## config.mk

```make
export PLATFORM = sky130hd
export DESIGN_NAME = paddle_engine
export DESIGN_NICKNAME = d
export VERILOG_FILES = /design/src/rtl/pong_pkg.sv /design/src/rtl/paddle_motion.sv /design/src/rtl/paddle_engine.sv
export SDC_FILE = /design/constraint.sdc
export NUM_CORES = 1
export LEC_CHECK = 0
export BUFFER_PORTS_ARGS = -buffer_cell sky130_fd_sc_hd__buf_4
export CORE_MARGIN = 5
export CORE_UTILIZATION = 55
export CTS_BUF_LIST = sky130_fd_sc_hd__clkbuf_16
export DETAILED_ROUTE_END_ITERATION = 10
export GPL_TIMING_DRIVEN = 0
export PLACE_DENSITY = 0.75
export REMOVE_ABC_BUFFERS = 1
export SLEW_MARGIN = 20
export SYNTH_ARGS = -nofsm -noshare
export SYNTH_HDL_FRONTEND = slang
export SYNTH_HIERARCHICAL = 1
export SYNTH_SLANG_ARGS = --single-unit
```

## constraint.sdc

```tcl
create_clock -name clk -period 5.6 [get_ports clk]
set_clock_uncertainty 0.15 [all_clocks]
set_input_delay 1.12 -clock clk [delete_from_list [all_inputs] [get_ports clk]]
set_output_delay 1.12 -clock clk [all_outputs]
set_load 0.005 [all_outputs]
```

## src/rtl/pong_pkg.sv

```systemverilog
// Shared types and default sizes for the paddle engine.
package pong_pkg;

    typedef enum logic [1:0] {
        IDLE    = 2'd0,
        MOVE_UP = 2'd1,
        MOVE_DN = 2'd2
    } motion_state_t;

    localparam int DEF_SCREEN_H = 480;
    localparam int DEF_COORD_W  = 10;
    localparam int DEF_SIZE_W   = 8;

endpackage

```

## src/rtl/paddle_motion.sv

```systemverilog
// One paddle: direction FSM plus frame-synchronous y register with clamping.
// Optional ramped speed when PADDLE_ACCEL_EN is defined.
module paddle_motion
    import pong_pkg::*;
#(
    parameter int COORD_W   = DEF_COORD_W,
    parameter int SIZE_W    = DEF_SIZE_W,
    parameter int SCREEN_H  = DEF_SCREEN_H,
    parameter int INIT_Y    = 200,
    parameter int MAX_SPEED = 8
) (
    input  logic               clk,
    input  logic               reset,
    input  logic               frame_tick,
    input  logic               up,
    input  logic               down,
    input  logic [SIZE_W-1:0]  height,
    output logic [COORD_W-1:0] y,
    output logic               at_top,
    output logic               at_bottom
);

    localparam int EXT_W = COORD_W + 1;

    motion_state_t        state;
    motion_state_t        state_next;
    logic [COORD_W-1:0]   speed_next;
    logic [EXT_W-1:0]     y_ext;
    logic [EXT_W-1:0]     limit;
    logic [EXT_W-1:0]     cand;
    logic [EXT_W-1:0]     y_next_ext;

    assign y_ext = {1'b0, y};
    assign limit = EXT_W'(SCREEN_H) - EXT_W'(height);

    always_comb begin
        state_next = IDLE;
        if (up && !down) begin
            state_next = MOVE_UP;
        end else if (down && !up) begin
            state_next = MOVE_DN;
        end
    end

`ifdef PADDLE_ACCEL_EN
    logic [COORD_W-1:0] speed;

    // Speed restarts at 1 whenever the direction changes or motion starts.
    always_comb begin
        speed_next = '0;
        if (state_next != IDLE) begin
            if (state_next != state) begin
                speed_next = COORD_W'(1);
            end else if (speed < COORD_W'(MAX_SPEED)) begin
                speed_next = speed + COORD_W'(1);
            end else begin
                speed_next = COORD_W'(MAX_SPEED);
            end
        end
    end

    always_ff @(posedge clk) begin
        if (reset) begin
            speed <= '0;
        end else if (frame_tick) begin
            speed <= speed_next;
        end
    end
`else
    assign speed_next = (state_next == IDLE) ? '0 : COORD_W'(MAX_SPEED);
`endif

    // The final clamp also pulls y back when the height grows past the limit.
    always_comb begin
        cand = y_ext;
        case (state_next)
            MOVE_UP: cand = (y_ext < EXT_W'(speed_next)) ? '0 : (y_ext - EXT_W'(speed_next));
            MOVE_DN: cand = y_ext + EXT_W'(speed_next);
            default: cand = y_ext;
        endcase
        y_next_ext = (cand > limit) ? limit : cand;
    end

    always_ff @(posedge clk) begin
        if (reset) begin
            state <= IDLE;
            y     <= COORD_W'(INIT_Y);
        end else if (frame_tick) begin
            state <= state_next;
            y     <= COORD_W'(y_next_ext);
        end
    end

    assign at_top    = (y == '0);
    assign at_bottom = (y_ext == limit);

endmodule

```

## src/rtl/paddle_engine.sv

```systemverilog
// Multi-paddle engine: per-paddle motion, rounded-corner hit test, registered pixel output.
// Build option: define PADDLE_ACCEL_EN for ramped paddle speed.
module paddle_engine
    import pong_pkg::*;
#(
    parameter int N_PADDLES   = 2,
    parameter int COORD_W     = DEF_COORD_W,
    parameter int SIZE_W      = DEF_SIZE_W,
    parameter int SCREEN_H    = DEF_SCREEN_H,
    parameter int INIT_Y      = 200,
    parameter int MAX_SPEED   = 8,
    parameter int CORNER      = 3,
    localparam int ID_W       = (N_PADDLES > 1) ? $clog2(N_PADDLES) : 1
) (
    input  logic                           clk,
    input  logic                           reset,
    input  logic                           frame_tick,
    input  logic [N_PADDLES-1:0]           up,
    input  logic [N_PADDLES-1:0]           down,
    input  logic [N_PADDLES*COORD_W-1:0]   x_paddle,
    input  logic [SIZE_W-1:0]              height_paddle,
    input  logic [SIZE_W-1:0]              width_paddle,
    input  logic [COORD_W-1:0]             xpix,
    input  logic [COORD_W-1:0]             ypix,
    output logic [N_PADDLES*COORD_W-1:0]   y_paddle,
    output logic                           pixval,
    output logic [ID_W-1:0]                pix_id,
    output logic [N_PADDLES-1:0]           at_top,
    output logic [N_PADDLES-1:0]           at_bottom
);

    localparam int EXT_W = COORD_W + 1;
    localparam logic [EXT_W-1:0] ONE = EXT_W'(1);

    logic [EXT_W-1:0]     xp;
    logic [EXT_W-1:0]     yp;
    logic [EXT_W-1:0]     w_ext;
    logic [EXT_W-1:0]     h_ext;
    logic [EXT_W-1:0]     c_ext;
    logic [N_PADDLES-1:0] hit;
    logic [ID_W-1:0]      hit_id;

    assign xp    = {1'b0, xpix};
    assign yp    = {1'b0, ypix};
    assign w_ext = EXT_W'(width_paddle);
    assign h_ext = EXT_W'(height_paddle);
    assign c_ext = EXT_W'(CORNER);

    for (genvar i = 0; i < N_PADDLES; i++) begin : g_paddle
        logic [EXT_W-1:0] x0;
        logic [EXT_W-1:0] y0;
        logic [EXT_W-1:0] x_end;
        logic [EXT_W-1:0] y_end;
        logic             body;
        logic             cap_col;
        logic             cap_top;
        logic             cap_bot;

        paddle_motion #(
            .COORD_W   (COORD_W),
            .SIZE_W    (SIZE_W),
            .SCREEN_H  (SCREEN_H),
            .INIT_Y    (INIT_Y),
            .MAX_SPEED (MAX_SPEED)
        ) u_motion (
            .clk        (clk),
            .reset      (reset),
            .frame_tick (frame_tick),
            .up         (up[i]),
            .down       (down[i]),
            .height     (height_paddle),
            .y          (y_paddle[i*COORD_W +: COORD_W]),
            .at_top     (at_top[i]),
            .at_bottom  (at_bottom[i])
        );

        assign x0    = {1'b0, x_paddle[i*COORD_W +: COORD_W]};
        assign y0    = {1'b0, y_paddle[i*COORD_W +: COORD_W]};
        assign x_end = x0 + w_ext;
        assign y_end = y0 + h_ext;

        // Corner rows are narrowed to the inner columns to give a rounded outline.
        assign body    = (x0 < xp) && (xp < x_end) && ((y0 + c_ext) < yp) && (yp < (y_end - c_ext));
        assign cap_col = ((x0 + c_ext - ONE) < xp) && (xp < (x_end - c_ext + ONE));
        assign cap_top = (y0 < yp) && (yp <= (y0 + c_ext));
        assign cap_bot = ((y_end - c_ext) <= yp) && (yp < y_end);
        assign hit[i]  = body || (cap_col && (cap_top || cap_bot));
    end

    always_comb begin
        hit_id = '0;
        for (int i = N_PADDLES - 1; i >= 0; i--) begin
            if (hit[i]) begin
                hit_id = ID_W'(i);
            end
        end
    end

    always_ff @(posedge clk) begin
        if (reset) begin
            pixval <= 1'b0;
            pix_id <= '0;
        end else begin
            pixval <= |hit;
            pix_id <= hit_id;
        end
    end

endmodule

```

# Yosys cells after proc, flatten, opt, wreduce, memory -nomap -nowiden
# Cells that the tools add are included.
[totals] register_bits=22 input_bits=63 word_cells=100
[classes] n_addsub=21 magnitude_cmp=24 n_eq_ne=6 mux=13 reduce_logical=32
[ops] cell="10-bit by 11-bit less-than comparator with 1-bit output" n=8
[ops] cell="10-bit less-than comparator" n=6
[ops] cell="10-bit by 2-bit adder with 11-bit output, second input constant" n=4
[ops] cell="10-bit by 8-bit adder with 11-bit output" n=4
[ops] cell="11-bit by 10-bit less-than comparator with 1-bit output" n=4
[ops] cell="11-bit one-hot mux with 2 select lines" n=2
[ops] cell="11-bit by 2-bit subtractor with 11-bit output, second input constant" n=4
[ops] cell="10-bit by 10-bit adder with 11-bit output" n=2
[ops] cell="11-bit by 1-bit adder with 11-bit output, second input constant" n=2
[ops] cell="10-bit by 11-bit equality test with 1-bit output" n=2
[ops] cell="11-bit > comparator" n=2
[ops] cell="10-bit by 11-bit less-or-equal comparator with 1-bit output" n=2
[ops] cell="11-bit by 10-bit less-or-equal comparator with 1-bit output" n=2
[ops] cell="11-bit two-way mux" n=2
[ops] cell="10-bit by 10-bit subtractor with 11-bit output" n=2
[ops] cell="11-bit by 1-bit subtractor with 11-bit output, second input constant" n=2
[ops] cell="10-bit logical NOT" n=2
[ops] cell="10-bit two-way mux" n=2
[ops] cell="1-bit logical AND" n=18
[ops] cell="9-bit by 8-bit subtractor with 10-bit output, first input constant" n=1
[ops] cell="2-bit two-way mux" n=4
[ops] cell="4-bit two-way mux" n=2
[ops] cell="2-bit by 1-bit equality test with 1-bit output, second input constant" n=2
[ops] cell="2-bit equality test, second input constant" n=2
[ops] cell="5 further kinds" n=13

# Logic depth before layout (Yosys ltp)
# Gate-level depths: netlist of run 1.
[depth] ltp_word=11 ltp_mapped=20

# Hierarchy
# Netlist of run 1, hierarchy kept.
[by_module_without_submodules] mod="paddle_engine" instances=1 cells_each=776 area_each_um2=6269.8 seq_area_each_um2=40.0
[by_module_without_submodules] mod="paddle_motion" instances=2 cells_each=195 area_each_um2=1437.6 seq_area_each_um2=200.2

# Worst setup path after synthesis of run 1
# OpenSTA, ideal clock, no wires.
[synth_path] kind="input to register" start="input port height_paddle[0]" end="register pix_id" arrival_time_ns=4.371 required_time_ns=5.385 path_slack_ns=1.014 path_stages=20 path_buffers=0 path_cell_list="ha_1 inv_1 fa_1 inv_1 ha_1 nor4b_1 a211o_1 nand3_1 nor2_2 nand2_1 xor2_1 ha_1 nor2b_1 o21ai_0 nand2b_1 o22ai_1 o211ai_1 o31a_1 o21a_1 nor2b_1"
[synth_between] elab_chain_cells=8
[synth_lines] element="start: declaration" line_no="paddle_engine.sv:21" rtl="input logic [SIZE_W-1:0] height_paddle,"
[synth_lines] element="10-bit by 8-bit adder with 11-bit output" line_no="paddle_engine.sv:80" rtl="assign y_end = y0 + h_ext;"
[synth_lines] element="11-bit by 2-bit subtractor with 11-bit output" line_no="paddle_engine.sv:83, paddle_engine.sv:86"
[synth_lines] element="11-bit by 10-bit less-or-equal comparator with 1-bit output" line_no="paddle_engine.sv:86" rtl="assign cap_bot = ((y_end - c_ext) <= yp) && (yp < y_end);"
[synth_lines] element="1-bit logical AND" line_no="paddle_engine.sv:86"
[synth_lines] element="1-bit logical OR" line_no="paddle_engine.sv:87" rtl="assign hit[i] = body || (cap_col && (cap_top || cap_bot));"
[synth_lines] element="1-bit logical AND" line_no="paddle_engine.sv:87"
[synth_lines] element="1-bit logical OR" line_no="paddle_engine.sv:87"
[synth_lines] element="1-bit two-way mux / 2-bit OR reduction (equally long branches)"
[synth_lines] element="end signal: assignment" line_no="paddle_engine.sv:105" rtl="pix_id <= hit_id;"
[synth_lines] element="end: declaration" line_no="paddle_engine.sv:27" rtl="output logic [ID_W-1:0] pix_id,"
# Several ways; a longest one is shown, not always the timed one.
# A chain may end at the register's enable or synchronous reset.

# Worst setup path after layout of run 1
[layout_path] start="input port up[0]" end="register g_paddle[0].u_motion.y[0]"
[layout_between] elab_chain_cells=11
[layout_lines] element="start: declaration" line_no="paddle_engine.sv:18" rtl="input logic [N_PADDLES-1:0] up,"
[layout_lines] element="1-bit logical NOT" line_no="paddle_motion.sv:40" rtl="end else if (down && !up) begin"
[layout_lines] element="1-bit logical AND" line_no="paddle_motion.sv:40"
[layout_lines] element="2-bit two-way mux" line_no="paddle_motion.sv:40"
[layout_lines] element="2-bit two-way mux (*)" line_no="paddle_motion.sv:38" rtl="if (up && !down) begin"
[layout_lines] element="2-bit logical NOT" line_no="paddle_motion.sv:70" rtl="assign speed_next = (state_next == IDLE) ? '0 : COORD_W'(MAX_SPEED);"
[layout_lines] element="4-bit two-way mux" line_no="paddle_motion.sv:70"
[layout_lines] element="10-bit by 10-bit subtractor with 11-bit output / 10-bit less-than comparator (equally long branches)" line_no="paddle_motion.sv:77" rtl="MOVE_UP: cand = (y_ext < EXT_W'(speed_next)) ? '0 : (y_ext - EXT_W'(speed_next));"
[layout_lines] element="11-bit two-way mux" line_no="paddle_motion.sv:77"
[layout_lines] element="11-bit one-hot mux with 2 select lines (*)" line_no="paddle_motion.sv:76" rtl="case (state_next)"
[layout_lines] element="11-bit > comparator" line_no="paddle_motion.sv:81" rtl="y_next_ext = (cand > limit) ? limit : cand;"
[layout_lines] element="10-bit two-way mux (*)" line_no="paddle_motion.sv:81"
[layout_lines] element="end signal: assignment" line_no="paddle_motion.sv:87" rtl="y <= COORD_W'(INIT_Y);"
[layout_lines] element="end signal: assignment" line_no="paddle_motion.sv:90" rtl="y <= COORD_W'(y_next_ext);"
[layout_lines] element="end: declaration" line_no="paddle_motion.sv:18" rtl="output logic [COORD_W-1:0] y,"
# Every way passes the cells marked *; elsewhere a longest branch is shown, timed or not.

==> results_dict.tcl, run 1 <==
set metrics [dict create \
    die_height_um 139 \
    fin_crit_ns 5.29 \
    synth_xor_xnor_area_share_pct 11.8 \
    root_buffer "clkbuf_16" \
    num_vias 8914 \
    cts_tree "yes" \
    die_x_um 139 \
    wl_per_cell_um 17.3 \
    synth_area_um2 9150 \
    layout_commonest_cell "ha_1" \
    detail-route-antenna-nets 0 \
    irDropWorstVdd_uv 102 \
    synth_top_family_by_area "adder cells" \
    relSlewSlack_pct 32.1 \
    path_max_fanout 15 \
    start_util_pct 55.5 \
    final-seq-area_um2 440 \
    grt_pass1_wl_um 41300 \
    ys_seq_elements 22 \
    yosysSeqAreaShare_pct 4.82 \
    layout_setup_ws_ns 0.313 \
    dpl.hpwl_um 19900 \
    drtPass1Iterations 5 \
    postSynthAreaPerCell_um2 7.84 \
    hold_path_class "flip-flop to flip-flop" \
    final-setup-viol-count 0 \
    cts_buffers 3 \
    layout-drive-gt1-share_pct 12.3 \
    yosysWarnings 6 \
    yosys.area_share.simple_pct 20.6 \
    cp_num_buf_inv 3 \
    cp_top_family "compound AO/OA/AOI/OAI gates" \
    io_buffer_count 88 \
    fmax_mhz 189 \
    grt_overflow 0 \
    antenna_found_initial 0 \
    holdBufCountCts 0 \
    gp_congestion 0.900 \
    antenna_cells 0 \
    clkLatencyLatePin_ns 0.27 \
    track_usage_pct 24.9 \
    synth_compound_area_share_pct 25.7 \
    crit_top_cell "ha_1" \
    startpoint_type "primary input" \
    worst_slew_pin_slew_ns 1.01 \
    vias_per_cell 6.16 \
    ys.flop_type "dfxtp_1" \
    cts_buffer_depth 2 \
    grt_pass1_vias 8559 \
    area_growth_pct 9.70 \
    ioPinCount 89 \
    synth-adder-area-share_pct 31.4 \
    drt_iter0_markers 420 \
    yosysUniqueCellTypes 88 \
    drv_cap 0 \
    drc_errors 0 \
    n_fill_cell 1536 \
    htree_levels 1 \
    final_cell_mix "222 x ha_1, 94 x inv_1, 88 x buf_4" \
    p_leak_nw 4.58 \
    wirelength_um 25100 \
    worstPathArrival_ns 5.27 \
    cp.required_ns 5.58 \
    synthMuxAreaShare_pct 0 \
    async_flop_share_pct 0 \
    row_count 47 \
    core_um2 16500 \
    power-per-cell-area_nw_per_um2 152 \
    drv_slew 0 \
    status "finished, final reports clean" \
    clkSlewWorstSetupHoldPaths_ns 0.07 \
    cp_slowest_cell "ha_1" \
    worstSetupEndpointType "flip-flop" \
    die-area_um2 19300 \
    hold_violations 0 \
    syn_inst 1166 \
    utilization_pct 60.9 \
    cts.sinks 22 \
    grt_max_degree 38 \
    pre_cts_ws_ns -0.0966 \
    multi_input_area_um2 8200 \
    slowest_delay_ns 0.46 \
    path_cells "buf_4, inv_1, ha_1, inv_1, ha_1, ha_1, or3b_4, o32ai_1, a21oi_1, a21oi_1, ha_1, nand4_1, nor2_1, and4_1, a31oi_2, nand2b_1, o221ai_1" \
    synth_edf_count 0 \
    nets 1517 \
    crit_type "primary input to flip-flop" \
    fin_crit_sh_pct 94.4 \
]
## cell families after synthesis
family                     after synthesis
buffers and inverters                  125
adders and majority gates              227
and+or+nand+nor                        344
xor gates and xnor gates               116
DFF                                     22
AOI/OAI and AO/OA                      332
## worst min-delay path: stages, from the launching register on
cell and delay [ns]:
dfxtp_1 0.49, o21bai_1 0.21, a311oi_1 0.04
## final cells by class
type                            count  area share (%)
Sequential cell                    22            4.39
Multi-Input combinational cell   1019            81.7
Tap cell                          220            2.74
Inverter                           94            3.52
Clock buffer                        3           0.748
Timing Repair Buffer               88            6.59
Clock inverter                      1           0.299
## power breakdown
| part | total (mW) | internal [mW] | switching, mW |
|---|---|---|---|
| logic | 1.08 | 0.485 | 0.600 |
| registers | 0.222 | 0.170 | 0.0522 |
| clock network | 0.216 | 0.143 | 0.0733 |
## synth_stat cells, drive strengths merged (8+ instances only)
cell | instances | share of area (%)
ha | 222 | 30
inv | 94 | 3.9
a21oi | 75 | 4.2
nor2 | 73 | 3.0
nand2 | 70 | 2.9
o21ai | 70 | 4.0
xnor2 | 62 | 6.3
xor2 | 54 | 5.5
nand3 | 39 | 2.2
nor2b | 29 | 2.1
o21a | 28 | 2.3
nor3 | 24 | 1.4
o211ai | 23 | 1.9
dfxtp | 22 | 4.8
nand2b | 17 | 1.2
a21o | 16 | 1.3
clkbuf | 16 | 0.66
nand4 | 16 | 1.1
nor4 | 16 | 1.2
buf | 15 | 1.2
and3 | 12 | 0.99
a31oi | 11 | 0.75
nor3b | 11 | 1.1
a221oi | 9 | 0.93
a2111oi | 8 | 1.3
a211o | 8 | 0.77
a211oi | 8 | 0.77
o21bai | 8 | 0.66
o221ai | 8 | 0.77
or3b | 8 | 0.82
## flip-flops by register name, indices dropped and copies added, names as in the netlist, named ones only
signal and flops:
pix_id 1, g_paddle.u_motion/y 18, pixval 1
## worst paths after layout
kind | start | to | slack [ns] | cells past startpoint
setup reg to reg | g_paddle[1].u_motion/y[0] | pix_id | 0.84 | 20
hold reg to reg | g_paddle[0].u_motion/y[4] | g_paddle[0].u_motion/y[4] | 0.63 | 2
hold / removal | g_paddle[0].u_motion/y[4] | g_paddle[0].u_motion/y[4] | 0.63 | 2
setup / recovery | up[0] | g_paddle[0].u_motion/y[0] | 0.31 | 17
## layer usage
layer,up-vias,routed length (µm),track usage (%)
li1,4476,-,-
met1,4164,11200,31.8
met2,234,12000,44.1
met3,40,1190,2.17
met4,0,740,8.60
met5,-,0,0
## per-stage QoR
stage | hold slack (ns) | instance area (µm²) | power [mW] | setup TNS [ns] | instances
after CTS | 0.610 | 10000 | 1.52 | 0 | 1447
after detailed placement | 0.598 | 9910 | 1.29 | -0.936 | 1443
final | 0.632 | 10000 | 1.52 | 0 | 1447
after floorplan | 0.468 | 8970 | 0.997 | 0 | 1135
after global placement | 0.590 | 9910 | 1.27 | -1.21 | 1443
after global routing | 0.670 | 10000 | 1.68 | -0.00398 | 1447
## timing repair
action / 4_1_cts / 5_1_grt
setup buffers: 0 / 0
gates resized for setup: 0 / 3
endpoints found under the setup margin: 0 / 18
Note: power is estimated with default switching activity, not from simulation.
==> inputs of run 2 (changes only) <==
- CELL_PAD_IN_SITES_DETAIL_PLACEMENT: not set -> 1
- CELL_PAD_IN_SITES_GLOBAL_PLACEMENT: not set -> 2
- CORE_UTILIZATION: 55 -> 37
- PLACE_DENSITY: 0.75 -> not set
- PLACE_DENSITY_LB_ADDON: not set -> 0.1
==> run 2 against run 1 <==
  * Routed wire length rose by 24%
  * Via count is 0.95% lower
  * Critical path depth decreased by 1
  * Cell count is 7.2% higher
  * Non-clock buffer count unchanged
  * Highest routed layer unchanged
==> results_dict.tcl, run 2 (same netlist as run 1, synthesis figures left out) <==
set metrics [dict create \
    largest_reg_flops 18 \
    wirelength_um 31100 \
    irDropWorstVdd_uv 106 \
    final-seq-area_um2 440 \
    crit_type "primary input to flip-flop" \
    gp_congestion 0.821 \
    dpl.hpwl_um 24700 \
    n_fill_cell 3016 \
    ioPinCount 89 \
    startpoint_type "primary input" \
    clkSlewWorstSetupHoldPaths_ns 0.07 \
    reg2reg_setup_slack_ns 0.89 \
    num_vias 8829 \
    final_cell_mix "222 x ha_1, 94 x inv_1, 88 x buf_4" \
    row_count 57 \
    rsz0062_at_grt "false" \
    fmax_mhz 188 \
    worstSetupEndpointType "flip-flop" \
    drv_cap 0 \
    hold_slack_ns 0.624 \
    track_usage_pct 21.6 \
    grt_pass1_wl_um 49400 \
    drc_errors 0 \
    cts_tree "yes" \
    antenna_found_initial 0 \
    grt_overflow 0 \
    cts_buffer_depth 2 \
    hold_violations 0 \
    cts.sinks 22 \
    cp.required_ns 5.59 \
    htree_levels 1 \
    layout_setup_ws_ns 0.275 \
    die-area_um2 28000 \
    fin_crit_ns 5.33 \
    p_leak_nw 4.58 \
    clkLatencyLatePin_ns 0.28 \
    dp_cells 1547 \
    largest-register "g_paddle.u_motion/y" \
    fin_crit_sh_pct 95.1 \
    relSlewSlack_pct 39.1 \
    core_um2 24300 \
    grt_pass1_vias 8849 \
    layout-drive-gt1-share_pct 12.6 \
    final-setup-viol-count 0 \
    post-cts-setup-buffer-count 0 \
    power-per-cell-area_nw_per_um2 156 \
    pre_cts_ws_ns -0.492 \
    io_buffer_count 88 \
    drt_iter0_markers 516 \
    antenna_cells 0 \
    worstPathArrival_ns 5.31 \
    die_height_um 167 \
    vias_per_cell 5.69 \
    root_buffer "clkbuf_16" \
    multi_input_area_um2 8230 \
    grt_max_degree 38 \
    hold_path_class "flip-flop to flip-flop" \
    cts_buffers 3 \
    fin_area_um2 10200 \
    place_area_um2 10000 \
    drv_slew 0 \
    status "finished, final reports clean" \
    utilization_pct 41.9 \
    die_x_um 167 \
    layout_commonest_cell "ha_1" \
    holdBufCountCts 0 \
    drtPass1Iterations 5 \
    start_util_pct 37.6 \
    wl_per_cell_um 20.1 \
    finalSetupTns_ns 0 \
    worst_slew_pin_slew_ns 0.902 \
    detail-route-antenna-nets 0 \
    nets 1517 \
    finalPower_mw 1.59 \
    instances_no_fill 1551 \
    path_max_fanout 15 \
    area_growth_pct 11.5 \
    top_regs "g_paddle.u_motion/y: 18 flops, pix_id: 1 flops, pixval: 1 flops" \
]
-- run 2: cell counts in the layout (fill, tap and decap cells not counted) --
Identical to the previous run, type by type.
-- run 2: what timing repair did --
item	in CTS	in global routing
resized for setup	2	7
endpoints found under the setup margin	16	18
hold endpoints to repair	0	0
-- run 2: layer usage --
layer  GRT usage, %  up-vias  share of wire (%)
met5              0        -                  0
met4           1.80        0               0.42
met3           1.56        8                2.8
met2           34.4      115                 44
met1           33.1     4248                 53
li1               -     4458                  -
-- run 2: final timing paths --
path                              from                   endpoint  cells after the start
max                              up[1]  g_paddle[1].u_motion/y[2]                     16
min          g_paddle[1].u_motion/y[0]  g_paddle[1].u_motion/y[0]                      2
max reg2reg  g_paddle[0].u_motion/y[0]                     pix_id                     17
min reg2reg  g_paddle[1].u_motion/y[0]  g_paddle[1].u_motion/y[0]                      2
-- run 2: layout make-up --
| type | count | area share (%) |
|---|---|---|
| flip-flops and latches | 22 | 4.32 |
| repair buffers | 88 | 6.48 |
| multi-input cells | 1019 | 80.7 |
| well taps | 324 | 3.97 |
| clock buffers | 3 | 0.736 |
| inverters | 94 | 3.46 |
| clock inverters | 1 | 0.294 |
-- run 2: power by group --
group	switching (mW)	internal [mW]
sequential	0.0564	0.169
combinational	0.646	0.492
clock	0.0815	0.143
total	0.784	0.805
-- run 2: worst max-delay path, stage by stage --
cell	delay, ns
buf_4	0.09
inv_1	0.04
ha_1	0.58
inv_1	0.27
ha_1	0.29
ha_1	0.26
a31oi_2	0.38
a31oi_1	0.14
nor3_1	0.46
ha_1	0.36
nand4_1	0.10
nor2_1	0.05
and4_1	0.22
a31oi_4	0.33
nand2b_1	0.42
o221ai_1	0.19
==> inputs of run 3 (changes only) <==
--- a/config.mk
+++ b/config.mk
@@ -12,9 +12,9 @@
 export CORE_UTILIZATION = 37
 export CTS_BUF_LIST = sky130_fd_sc_hd__clkbuf_16
+export CTS_CLUSTER_SIZE = 10
 export DETAILED_ROUTE_END_ITERATION = 10
 export GPL_TIMING_DRIVEN = 0
 export PLACE_DENSITY_LB_ADDON = 0.1
 export REMOVE_ABC_BUFFERS = 1
-export SLEW_MARGIN = 20
 export SYNTH_ARGS = -nofsm -noshare
 export SYNTH_HDL_FRONTEND = slang
==> constraint.sdc (replaced) <==
create_clock -name clk -period 5.6 [get_ports clk]
set_clock_uncertainty 0.15 [all_clocks]
set_input_delay 0.84 -clock clk [delete_from_list [all_inputs] [get_ports clk]]
set_output_delay 0.84 -clock clk [all_outputs]
set_load 0.005 [all_outputs]
==> run 3 against run 2 <==
  * Largest cell class unchanged
  * Critical path type unchanged
  * Sequential cell count unchanged
  * Global-route usage hardly changed
  * Setup slack better by 0.015 ns
==> results_dict.tcl, run 3 (same netlist as run 1, synthesis figures left out) <==
set metrics [dict create \
    status "finished, final reports clean" \
    cts_buffer_depth 2 \
    clkLatencyLatePin_ns 0.28 \
    cts_buffers 3 \
    reg2reg_setup_slack_ns 0.85 \
    track_usage_pct 21.6 \
    htree_levels 1 \
    cts_tree "yes" \
    crit_path_end "g_paddle[1].u_motion/y[2]" \
    slowest_delay_ns 0.56 \
    cts.sinks 22 \
    min_from "g_paddle[1].u_motion/y[0]" \
    path_max_fanout 15 \
    drt_iter0_markers 452 \
    die_height_um 167 \
    worst_slew_pin_slew_ns 0.923 \
    worst_r2r_endpoint "pix_id" \
    wl_per_cell_um 20.0 \
    layout-drive-gt1-share_pct 12.3 \
    finalPower_mw 1.59 \
    grt_overflow 0 \
    antenna_cells 0 \
    drc_errors 0 \
    grt_pass1_vias 8847 \
    cp_slowest_cell "ha_1" \
    crit_type "primary input to flip-flop" \
    cp_top_family "adder cells" \
    grt_pass1_wl_um 49400 \
    r2r-start "g_paddle[0].u_motion/y[0]" \
    area_growth_pct 11.1 \
    cp_num_buf_inv 3 \
    layout_setup_ws_ns 0.290 \
    wirelength_um 31100 \
    num_vias 8832 \
    detail-route-antenna-nets 0 \
    dp_cells 1547 \
    ioPinCount 89 \
    antenna_found_initial 0 \
    nets 1517 \
    final-setup-viol-count 0 \
    dpl.hpwl_um 24700 \
    pre_cts_ws_ns -0.212 \
    largest-register "g_paddle.u_motion/y" \
    drtPass1Iterations 5 \
    io_buffer_count 88 \
    fin_crit_ns 5.31 \
    startpoint_type "primary input" \
    hold_path_class "flip-flop to flip-flop" \
    root_buffer "clkbuf_16" \
    crit_start "up[1]" \
    die_x_um 167 \
    worstPathArrival_ns 5.29 \
    rsz0062_at_grt "false" \
    start_util_pct 37.6 \
    fmax_mhz 188 \
    fin_crit_sh_pct 94.8 \
    p_leak_nw 4.58 \
    drv_cap 0 \
    gp_congestion 0.821 \
    core_um2 24300 \
    cp.depth 16 \
    crit_top_cell "ha_1" \
    power-per-cell-area_nw_per_um2 156 \
    grt_max_degree 38 \
    largest_reg_flops 18 \
    drv_slew 0 \
    irDropWorstVdd_uv 106 \
    top_regs "g_paddle.u_motion/y: 18 flops, pix_id: 1 flops, pixval: 1 flops" \
    worstSetupEndpointType "flip-flop" \
    clkSlewWorstSetupHoldPaths_ns 0.07 \
    path_cells "buf_4, inv_1, ha_1, inv_1, ha_1, ha_1, a31oi_1, a31oi_1, nor3_1, ha_1, nand4_1, nor2_1, and4_1, a31oi_2, nand2b_1, o221ai_1" \
    relSlewSlack_pct 38.4 \
    die-area_um2 28000 \
    vias_per_cell 5.69 \
    final_cell_mix "222 x ha_1, 94 x inv_1, 88 x buf_4" \
    hold_violations 0 \
    rr_worst_depth 17 \
    utilization_pct 41.8 \
    instances_no_fill 1551 \
    layout_commonest_cell "ha_1" \
    row_count 57 \
    cp.required_ns 5.58 \
]
run 3: cell types whose count changed in the layout (fill, tap and decap cells not counted):
| cell | previous run | this run |
|---|---|---|
| a31oi_2 | 2 | 3 |
| nand2b_1 | 16 | 17 |
| nor3_2 | 4 | 2 |
| nand2b_2 | 1 | 0 |
| a31oi_4 | 2 | 0 |
| a31oi_1 | 7 | 8 |
| nor3_1 | 20 | 22 |
run 3: what timing repair did:
item / 4_1_cts / 5_1_grt
buffers inserted: 0 / 0
hold buffers: 0 / 0
gates resized for setup: 0 / 3
endpoints found under the setup margin: 0 / 18
run 3: final cells by class:
class / count / area [µm²]
Clock buffer: 3 / 75.1
Clock inverter: 1 / 30.0
Fill cell: 3022 / 14200
Inverter: 94 / 353
Multi-Input combinational cell: 1019 / 8200
Sequential cell: 22 / 440
Tap cell: 324 / 405
Timing Repair Buffer: 88 / 661
run 3: worst min path at each step:
stage / end / slack [ns] / cells past startpoint
CTS: g_paddle[1].u_motion/y[1] / 0.65 / 2
floorplan: g_paddle[1].u_motion/y[0] / 0.47 / 2
detailed placement: g_paddle[0].u_motion/y[0] / 0.64 / 2
finish: g_paddle[1].u_motion/y[0] / 0.62 / 2
global placement: g_paddle[1].u_motion/y[0] / 0.63 / 2
global route: g_paddle[1].u_motion/y[1] / 0.68 / 2
run 3: where the power goes:
| part | leakage, nW | internal (mW) | switching (mW) | total (mW) |
|---|---|---|---|---|
| combinational | 4.34 | 0.491 | 0.645 | 1.14 |
| clock | 0.0511 | 0.143 | 0.0807 | 0.224 |
| sequential | 0.180 | 0.169 | 0.0568 | 0.226 |
| total | 4.58 | 0.803 | 0.782 | 1.59 |
run 3: metal layers:
| metal | wire length, µm | global-route usage [%] | up-vias | part of all wire (%) |
|---|---|---|---|---|
| met1 | 16500 | 33.1 | 4253 | 53 |
| met3 | 833 | 1.56 | 8 | 2.7 |
| li1 | - | - | 4457 | - |
| met4 | 130 | 1.80 | 0 | 0.42 |
| met2 | 13600 | 34.4 | 114 | 44 |
| met5 | 0 | 0 | - | 0 |
run 3: worst reg2reg max path: stages (launching register included):
cell and delay (ns):
dfxtp_1 0.66, ha_1 0.31, inv_1 0.06, fa_1 0.40
nand2b_1 0.20, a21oi_2 0.23, a211oi_1 0.08, nand2_1 0.08
o21ai_0 0.17, xor2_1 0.32, nand3_1 0.15, xnor2_1 0.17
ha_1 0.31, nand3_1 0.10, o41a_1 0.44, a211o_1 0.32
a32oi_1 0.37, nor2b_1 0.17
run 3: metrics by stage:
| stage | TNS (ns) | hold slack (ns) | area, µm² |
|---|---|---|---|
| final | 0 | 0.621 | 10200 |
| after global routing | 0 | 0.680 | 10200 |
| after CTS | 0 | 0.647 | 10100 |
| after detailed placement | -2.57 | 0.638 | 10000 |
| after global placement | -2.12 | 0.630 | 10000 |
| after floorplan | 0 | 0.468 | 8970 |
